[src/rtl/mem_arbiter_pkg.sv]
// Shared definitions for the memory arbiter: default geometry, FSM encoding
// and a width helper used to size index and beat counters.
package mem_arbiter_pkg;

    localparam int DEF_NUM_DEV   = 3;
    localparam int DEF_ADDR_W    = 10;
    localparam int DEF_DATA_W    = 32;
    localparam int DEF_BURST_LEN = 4;

    typedef enum logic [1:0] {
        MA_IDLE  = 2'd0,
        MA_ISSUE = 2'd1,
        MA_BURST = 2'd2,
        MA_DONE  = 2'd3
    } ma_state_e;

    // Bit width needed to index n items, never less than one bit.
    function automatic int clog2_min1(input int n);
        return (n > 1) ? $clog2(n) : 1;
    endfunction

endpackage

[src/rtl/mem_arbiter_rr.sv]
// Combinational round-robin pick: scans the request vector starting at i_start
// (wrapping) and returns the first requester as one-hot grant plus index.
module mem_arbiter_rr
    import mem_arbiter_pkg::*;
#(
    parameter int N     = DEF_NUM_DEV,
    parameter int IDX_W = clog2_min1(DEF_NUM_DEV)
) (
    input  logic [N-1:0]     i_req,
    input  logic [IDX_W-1:0] i_start,
    output logic [N-1:0]     o_gnt,
    output logic [IDX_W-1:0] o_idx,
    output logic             o_valid
);

    int w_sum;
    int w_pos;

    // Walk the ring from farthest to nearest so the nearest requester wins.
    always_comb begin
        o_gnt   = '0;
        o_idx   = '0;
        o_valid = 1'b0;
        w_sum   = 0;
        w_pos   = 0;
        for (int k = N - 1; k >= 0; k--) begin
            w_sum   = int'(i_start) + k;
            w_pos   = (w_sum >= N) ? (w_sum - N) : w_sum;
            o_gnt   = i_req[w_pos[IDX_W-1:0]] ? (N'(1) << w_pos) : o_gnt;
            o_idx   = i_req[w_pos[IDX_W-1:0]] ? w_pos[IDX_W-1:0] : o_idx;
            o_valid = o_valid | i_req[w_pos[IDX_W-1:0]];
        end
    end

endmodule

[src/rtl/mem_arbiter.sv]
// Round-robin arbiter sharing one synchronous single-port RAM between NUM_DEV
// requesters; sequences single accesses and fixed-length read bursts.
module mem_arbiter
    import mem_arbiter_pkg::*;
#(
    parameter int NUM_DEV   = DEF_NUM_DEV,
    parameter int ADDR_W    = DEF_ADDR_W,
    parameter int DATA_W    = DEF_DATA_W,
    parameter int BURST_LEN = DEF_BURST_LEN
) (
    input  logic                      i_clk,
    input  logic                      i_rst_n,
    input  logic [NUM_DEV-1:0]        i_dev_mem_en,
    input  logic [NUM_DEV-1:0]        i_dev_burst_en,
    input  logic [NUM_DEV-1:0]        i_dev_mem_we,
    input  logic [NUM_DEV*ADDR_W-1:0] i_dev_addr,
    input  logic [NUM_DEV*DATA_W-1:0] i_dev_di,
    output logic [NUM_DEV-1:0]        o_dev_do_ack,
    output logic [DATA_W-1:0]         o_dev_do,
    output logic [NUM_DEV-1:0]        o_grant,
    output logic                      o_mem_en,
    output logic                      o_mem_we,
    output logic [ADDR_W-1:0]         o_mem_addr,
    output logic [DATA_W-1:0]         o_mem_di,
    input  logic [DATA_W-1:0]         i_mem_do
);

    localparam int IDX_W = clog2_min1(NUM_DEV);
    localparam int CNT_W = clog2_min1(BURST_LEN);

    ma_state_e          r_state, w_state_nx;
    logic [NUM_DEV-1:0] r_grant, w_grant_nx;
    logic [NUM_DEV-1:0] r_ack, w_ack_nx;
    logic               r_mem_en, w_mem_en_nx;
    logic               r_mem_we, w_mem_we_nx;
    logic [ADDR_W-1:0]  r_mem_addr, w_mem_addr_nx;
    logic [DATA_W-1:0]  r_mem_di, w_mem_di_nx;
    logic [CNT_W-1:0]   r_cnt, w_cnt_nx;
    logic [IDX_W-1:0]   r_last, w_last_nx;

    logic [IDX_W-1:0]   w_start;
    logic [NUM_DEV-1:0] w_pick_gnt;
    logic [IDX_W-1:0]   w_pick_idx;
    logic               w_pick_valid;
    logic [ADDR_W-1:0]  w_sel_addr;
    logic [DATA_W-1:0]  w_sel_di;
    logic               w_sel_we;
    logic               w_sel_burst;

    assign w_start = (r_last == IDX_W'(NUM_DEV - 1)) ? '0 : (r_last + IDX_W'(1));

    mem_arbiter_rr #(
        .N     (NUM_DEV),
        .IDX_W (IDX_W)
    ) u_rr (
        .i_req   (i_dev_mem_en),
        .i_start (w_start),
        .o_gnt   (w_pick_gnt),
        .o_idx   (w_pick_idx),
        .o_valid (w_pick_valid)
    );

    assign w_sel_addr  = i_dev_addr[w_pick_idx*ADDR_W +: ADDR_W];
    assign w_sel_di    = i_dev_di[w_pick_idx*DATA_W +: DATA_W];
    assign w_sel_we    = i_dev_mem_we[w_pick_idx];
    // A burst request that also asks to write is served as a single write.
    assign w_sel_burst = i_dev_burst_en[w_pick_idx] & ~i_dev_mem_we[w_pick_idx];

    // Next-state and next-output logic for the access sequencer.
    always_comb begin
        w_state_nx    = r_state;
        w_grant_nx    = r_grant;
        w_mem_en_nx   = r_mem_en;
        w_mem_we_nx   = r_mem_we;
        w_mem_addr_nx = r_mem_addr;
        w_mem_di_nx   = r_mem_di;
        w_cnt_nx      = r_cnt;
        w_last_nx     = r_last;
        w_ack_nx      = r_grant & {NUM_DEV{r_mem_en}};
        case (r_state)
            MA_IDLE: begin
                if (w_pick_valid) begin
                    w_grant_nx    = w_pick_gnt;
                    w_last_nx     = w_pick_idx;
                    w_mem_en_nx   = 1'b1;
                    w_mem_we_nx   = w_sel_we;
                    w_mem_addr_nx = w_sel_addr;
                    w_mem_di_nx   = w_sel_di;
                    w_cnt_nx      = '0;
                    w_state_nx    = w_sel_burst ? MA_BURST : MA_ISSUE;
                end else begin
                    w_state_nx    = MA_IDLE;
                end
            end
            MA_ISSUE: begin
                w_mem_en_nx = 1'b0;
                w_mem_we_nx = 1'b0;
                w_state_nx  = MA_DONE;
            end
            MA_BURST: begin
                if (r_cnt == CNT_W'(BURST_LEN - 1)) begin
                    w_mem_en_nx = 1'b0;
                    w_state_nx  = MA_DONE;
                end else begin
                    w_mem_addr_nx = r_mem_addr + ADDR_W'(1);
                    w_cnt_nx      = r_cnt + CNT_W'(1);
                end
            end
            MA_DONE: begin
                w_grant_nx = '0;
                w_state_nx = MA_IDLE;
            end
            default: begin
                w_grant_nx  = '0;
                w_mem_en_nx = 1'b0;
                w_mem_we_nx = 1'b0;
                w_state_nx  = MA_IDLE;
            end
        endcase
    end

    // State and output registers; reset aborts any transaction in flight.
    always_ff @(posedge i_clk or negedge i_rst_n) begin
        if (!i_rst_n) begin
            r_state    <= MA_IDLE;
            r_grant    <= '0;
            r_ack      <= '0;
            r_mem_en   <= 1'b0;
            r_mem_we   <= 1'b0;
            r_mem_addr <= '0;
            r_mem_di   <= '0;
            r_cnt      <= '0;
            r_last     <= IDX_W'(NUM_DEV - 1);
        end else begin
            r_state    <= w_state_nx;
            r_grant    <= w_grant_nx;
            r_ack      <= w_ack_nx;
            r_mem_en   <= w_mem_en_nx;
            r_mem_we   <= w_mem_we_nx;
            r_mem_addr <= w_mem_addr_nx;
            r_mem_di   <= w_mem_di_nx;
            r_cnt      <= w_cnt_nx;
            r_last     <= w_last_nx;
        end
    end

    assign o_dev_do_ack = r_ack;
    assign o_grant      = r_grant;
    assign o_mem_en     = r_mem_en;
    assign o_mem_we     = r_mem_we;
    assign o_mem_addr   = r_mem_addr;
    assign o_mem_di     = r_mem_di;
    // RAM output is already registered; forward it only while an ack is shown.
    assign o_dev_do     = (|r_ack) ? i_mem_do : '0;

endmodule
[config.mk]
export PLATFORM = sky130hd
export DESIGN_NAME = mem_arbiter
export DESIGN_NICKNAME = d
export VERILOG_FILES = /design/src/rtl/mem_arbiter_pkg.sv /design/src/rtl/mem_arbiter_rr.sv /design/src/rtl/mem_arbiter.sv
export SDC_FILE = /design/constraint.sdc
export NUM_CORES = 1
export LEC_CHECK = 0
export CORE_AREA = 3 3 103 105
export CTS_BUF_LIST = sky130_fd_sc_hd__clkbuf_8 sky130_fd_sc_hd__clkbuf_16
export DETAILED_ROUTE_END_ITERATION = 8
export DIE_AREA = 0 0 106 108
export PLACE_DENSITY = 0.87
export SYNTH_ARGS = -nofsm -noshare
export SYNTH_HDL_FRONTEND = slang
export SYNTH_SLANG_ARGS = --single-unit
[constraint.sdc]
create_clock -name i_clk -period 4.5 [get_ports i_clk]
set_clock_uncertainty 0.05 [all_clocks]
set_input_delay 0.9 -clock i_clk [delete_from_list [all_inputs] [get_ports i_clk]]
set_output_delay 0.9 -clock i_clk [all_outputs]
set_load 0.1 [all_outputs]
==> results of run 1 <==
-- kinds of logic after synthesis --
family / synth area share
buf+inv: 0.0579
simple gates: 0.274
fa+ha+maj: 0.0266
flops: 0.373
mux: 0.0586
compound gates: 0.210
-- metrics by stage --
stage,std cells,util
after global routing,816,0.655
after floorplan,445,-
after CTS,816,0.655
after detailed placement,808,0.646
after global placement,808,0.646
final,816,0.655
-- worst max-delay path: stages --
cell and delay [ps]:
clkdlybuf4s50_1 600, nor2_1 300, a22o_1 640, buf_4 350
nand2_1 70, and3_1 170, o31ai_1 220
-- cells in the final DEF, fill, tap and decap left out, types with 3 or more instances in the layout --
cell type,netlist,final
clkdlybuf4s50_1,0,217
nand2_1,84,83
dfrtp_1,55,55
nor2_1,49,49
buf_4,5,40
nor2b_1,33,33
mux2i_1,22,22
and3_1,20,20
o31ai_1,19,19
a211oi_1,17,17
a21o_1,15,15
o21ai_0,11,11
inv_1,9,9
a21oi_1,8,8
ha_1,8,8
nand2b_1,6,6
a22o_1,6,6
and2_1,5,5
nor3_1,6,5
clkbuf_8,0,5
o221ai_1,3,3
nand4_1,3,3
-- layer usage --
metal	vias to the layer above	share of wire	track usage
li1	2040	-	-
met1	1972	0.37	0.251
met2	178	0.54	0.443
met3	17	0.077	0.0567
met4	0	0.016	0.0490
met5	-	0	0
-- state kept, by name, indices dropped and copies added (netlist names), 2 cells and up --
name          count
o_mem_addr       10
r_last            2
o_mem_di         32
o_grant           3
o_dev_do_ack      3
r_state           2
r_cnt             2
-- layout make-up --
| cell class | count | area share |
|---|---|---|
| repair buffers | 260 | 0.395 |
| multi-input cells | 349 | 0.339 |
| flip-flops and latches | 56 | 0.220 |
| well taps | 133 | 0.0261 |
| clock buffers | 5 | 0.0108 |
| inverters | 10 | 0.00589 |
| clock inverters | 3 | 0.00294 |
-- how the worst max path moves through the flow --
stage / to / cells past startpoint / startpoint
after floorplan: o_dev_do[10] / 3 / o_dev_do_ack[1]$_DFF_PN0_
after global placement: o_mem_di[18]$_DFFE_PN0P_ / 7 / i_dev_mem_en[2]
after detailed placement: o_mem_di[30]$_DFFE_PN0P_ / 7 / i_dev_mem_en[2]
after CTS: o_mem_di[30]$_DFFE_PN0P_ / 7 / i_dev_mem_en[1]
after global routing: o_mem_di[30]$_DFFE_PN0P_ / 7 / i_dev_mem_en[1]
final: o_mem_di[30]$_DFFE_PN0P_ / 7 / i_dev_mem_en[1]
==> flow_summary.ini, run 1 <==
[global_route]
grt_pass1_vias = 4222
track_usage = 0.228
overflow = 0
grt_first_pass_wirelength_microns = 21200
antenna_found_initial = 0
grt_start_max_net_pins = 57

[detailed_routing]
via_per_inst = 5.16
routedWlPerCell_microns = 16.6
ant_nets = 0
drcViolationCount = 0
wl_microns = 13600
dr.pass1.iters = 4
vias = 4207
dr.first_iter.drc_count = 182

[clocking]
clk_pin_slew_ps = 110
numCtsBuffers = 5
cts_tree = yes
cts_buffer_depth = 2
root_buffer = clkbuf_8
htree_levels = 2
clk_latency_ps = 310
clock-sinks = 56
cts-hold-fix-buffers = 0
cts_resized = 0
postCtsSetupBuffers = 0

[timing]
slew_violations = 0
post-route-period-util = 0.689
fmax_mhz = 323
setup_ws_ps = 1400
whs_ps = 437
relSlewSlack = 0.300
final_hold_viol_count = 0
period_needed_ps = 3100
worst_pin_slew_ps = 1050
setup_violations = 0
fin_setup_tns_ps = 0
rsz0062_at_grt = no

[worst_setup_path]
r2r_setup_slack_ps = 1550
reg2reg_to = o_mem_addr[5]$_DFFE_PN0P_
r2r-start = r_state[0]$_DFFE_PN0P_
reg2reg_depth = 6
worstPathMaxFanout = 17
crit_type = in2reg
start_kind = primary input
required_ps = 4660
cp.arrival_ps = 3270
cp-end-kind = flip-flop

[hold_path]
hold_end = o_mem_di[21]$_DFFE_PN0P_
whs_path_depth = 2
hold_path.class = reg2reg
hp-start = o_mem_di[21]$_DFFE_PN0P_

[finish]
stdcell_area_sq_mm = 0.00637
multi_input_area_sq_mm = 0.00216
ff_latch_area_sq_mm = 0.00140
final_nets = 859
n_antenna_cell = 0
drive_above_1_share = 0.0908
syn_to_final_growth_pct = 69.6
nFillCells = 816

[floorplanning]
num_rows = 36
core-area_sq_mm = 0.00973
ios = 251
dieArea_sq_mm = 0.0114
start_util = 0.386
fp.dieH_microns = 108
chipWidth_microns = 106

[placement]
gp_congestion = 0.869
postPlaceCellArea_sq_mm = 0.00629
dp_hpwl_microns = 10800
pre_cts_slack_ps = 1110
port_buffers = 250

[logic_synthesis]
synth_seq_area_share = 0.373
yosysMostFrequentCell = nand2_1
synth.top_cell.area_share = 0.366
yosysTopAreaCell = dfrtp_1
async_flop_share = 1.00
synth.avg_cell_area_sq_um = 8.45
synthTopCellsByArea = dfrtp_1 (37%), nand2_1 (8.4%), mux2i_1 (5.9%), nor2b_1 (5.5%), nor2_1 (4.9%)
synth-edff-count = 0
synth_ff_type = dfrtp_1
synth_cell_types = 53
synth_fp_nets = 622
ys_ff_latch = 56
synthTopCellsByCount = nand2_1 (84), dfrtp_1 (55), nor2_1 (49)
yosysWarnings = 0
synth_cells = 445
netlist_area_sq_mm = 0.00376

[run_status]
status = finished, final reports clean

[flow_run]
cap_viol_max_count = 0
Power of run 1 is not shown: default switching activity piles up to over one toggle a cycle in this logic, so the estimate is an artifact.
==> run 2: changes to the inputs <==
--- a/config.mk
+++ b/config.mk
@@ -5,11 +5,11 @@
 export SDC_FILE = /design/constraint.sdc
 export NUM_CORES = 1
 export LEC_CHECK = 0
-export CORE_AREA = 3 3 103 105
+export CORE_AREA = 3 3 105 107
 export CTS_BUF_LIST = sky130_fd_sc_hd__clkbuf_8 sky130_fd_sc_hd__clkbuf_16
 export DETAILED_ROUTE_END_ITERATION = 8
-export DIE_AREA = 0 0 106 108
-export PLACE_DENSITY = 0.87
+export DIE_AREA = 0 0 108 110
+export PLACE_DENSITY = 0.84
 export SYNTH_ARGS = -nofsm -noshare
 export SYNTH_HDL_FRONTEND = slang
 export SYNTH_SLANG_ARGS = --single-unit
==> constraint.sdc (replaced) <==
create_clock -name i_clk -period 2.95 [get_ports i_clk]
set_clock_uncertainty 0.05 [all_clocks]
set_input_delay 0.59 -clock i_clk [delete_from_list [all_inputs] [get_ports i_clk]]
set_output_delay 0.59 -clock i_clk [all_outputs]
set_load 0.1 [all_outputs]
==> run 2 against run 1 <==
Wire length increased by 0.19%. Flip-flop and latch count unchanged. Core utilization decreased by 0.058 points. Critical path depth unchanged. Via count increased by 0.12%. Non-clock buffer count increased by 5. Global-route usage decreased by 1.4 points. Die area increased by 3.8%. Cell count increased by 0.98%. Final area increased by 5.1%. Hold slack got worse by 210 ps. Critical path type unchanged.
==> flow_summary.ini, run 2 (synthesized netlist as in run 1, its figures left out) <==
[finish]
syn_to_final_growth_pct = 78.1
final_nets = 864
largest_reg_flops = 32
layout_commonest_cell = clkdlybuf4s50_1
nFillCells = 819
drive_above_1_share = 0.167
final_cell_mix = clkdlybuf4s50_1 (167), nand2_1 (83), buf_4 (62)
n_antenna_cell = 0

[detailed_routing]
dr.first_iter.drc_count = 145
ant_nets = 0
drcViolationCount = 0
wl_microns = 13600
dr.pass1.iters = 4
via_per_inst = 5.11
routedWlPerCell_microns = 16.5
vias = 4212

[global_route]
grt_first_pass_wirelength_microns = 20300
overflow = 0
track_usage = 0.214
grt_pass1_vias = 4186
grt_start_max_net_pins = 46
antenna_found_initial = 0

[flow_run]
cap_viol_max_count = 0

[clocking]
postCtsSetupBuffers = 0
cts_resized = 0
cts_tree = yes
htree_levels = 2
root_buffer = clkbuf_8
clk_pin_slew_ps = 100
numCtsBuffers = 5
cts-hold-fix-buffers = 0
clock-sinks = 56
clk_latency_ps = 300
cts_buffer_depth = 2

[worst_setup_path]
required_ps = 3100
cp.arrival_ps = 2700
start_kind = primary input
cp-end-kind = flip-flop
crit_type = in2reg
worstPathMaxFanout = 25

[timing]
slew_violations = 0
setup_violations = 0
period_needed_ps = 2550
worst_pin_slew_ps = 609
rsz0062_at_grt = no
fmax_mhz = 392
post-route-period-util = 0.865
relSlewSlack = 0.594
final_hold_viol_count = 0
fin_setup_tns_ps = 0

[floorplanning]
dieArea_sq_mm = 0.0119
core-area_sq_mm = 0.0102
start_util = 0.367
ios = 251
num_rows = 37
chipWidth_microns = 108
fp.dieH_microns = 110

[placement]
dp_hpwl_microns = 11100
gp_congestion = 0.928
port_buffers = 250

[run_status]
status = finished, final reports clean

[hold_path]
hold_path.class = in2async
run 2: area by class of cell:
class,instances,area (sq um),area share
clock buffers,5,68.8,0.0103
clock inverters,3,12.5,0.00187
inverters,10,37.5,0.00560
flip-flops and latches,56,1400,0.209
repair buffers,265,2840,0.424
multi-input cells,349,2160,0.323
well taps,136,170,0.0254
run 2: per-stage QoR:
stage	instances	hold slack, ps	setup WS [ps]	cell area (sq um)	utilization
after floorplan	445	244	-427	3760	-
after global placement	816	411	219	6620	0.647
after detailed placement	816	418	78.4	6620	0.647
after CTS	824	250	407	6700	0.655
after global routing	824	273	241	6700	0.655
final	824	230	398	6700	0.655
run 2: worst paths after layout:
check / startpoint / end / slack [ps] / depth (start not counted)
worst max register to register: r_state[0]$_DFFE_PN0P_ / o_mem_addr[5]$_DFFE_PN0P_ / 650 / 7
worst min-delay path: i_rst_n / o_mem_addr[4]$_DFFE_PN0P_ / 230 / 1
min in group i_clk: o_mem_di[18]$_DFFE_PN0P_ / o_mem_di[18]$_DFFE_PN0P_ / 440 / 1
worst max-delay path: i_dev_mem_en[2] / o_mem_di[28]$_DFFE_PN0P_ / 400 / 7
max in group asynchronous: i_rst_n / o_mem_di[21]$_DFFE_PN0P_ / 1780 / 2
worst min register to register: o_mem_di[18]$_DFFE_PN0P_ / o_mem_di[18]$_DFFE_PN0P_ / 440 / 1
run 2: per-layer routing:
layer  GRT usage  vias up  share of wire
met5           0        -              0
met4      0.0541        0          0.014
met3      0.0542       17          0.089
met2       0.421      204           0.54
met1       0.226     1958           0.36
li1            -     2033              -
run 2: worst max-delay path, cell delays in order:
cell and delay [ps]:
clkdlybuf4s50_1 640, and2b_1 280, a22o_1 350, buf_4 360
nand2_1 80, and3_1 170, o31ai_1 230
Power of run 2 is left out for the same reason.
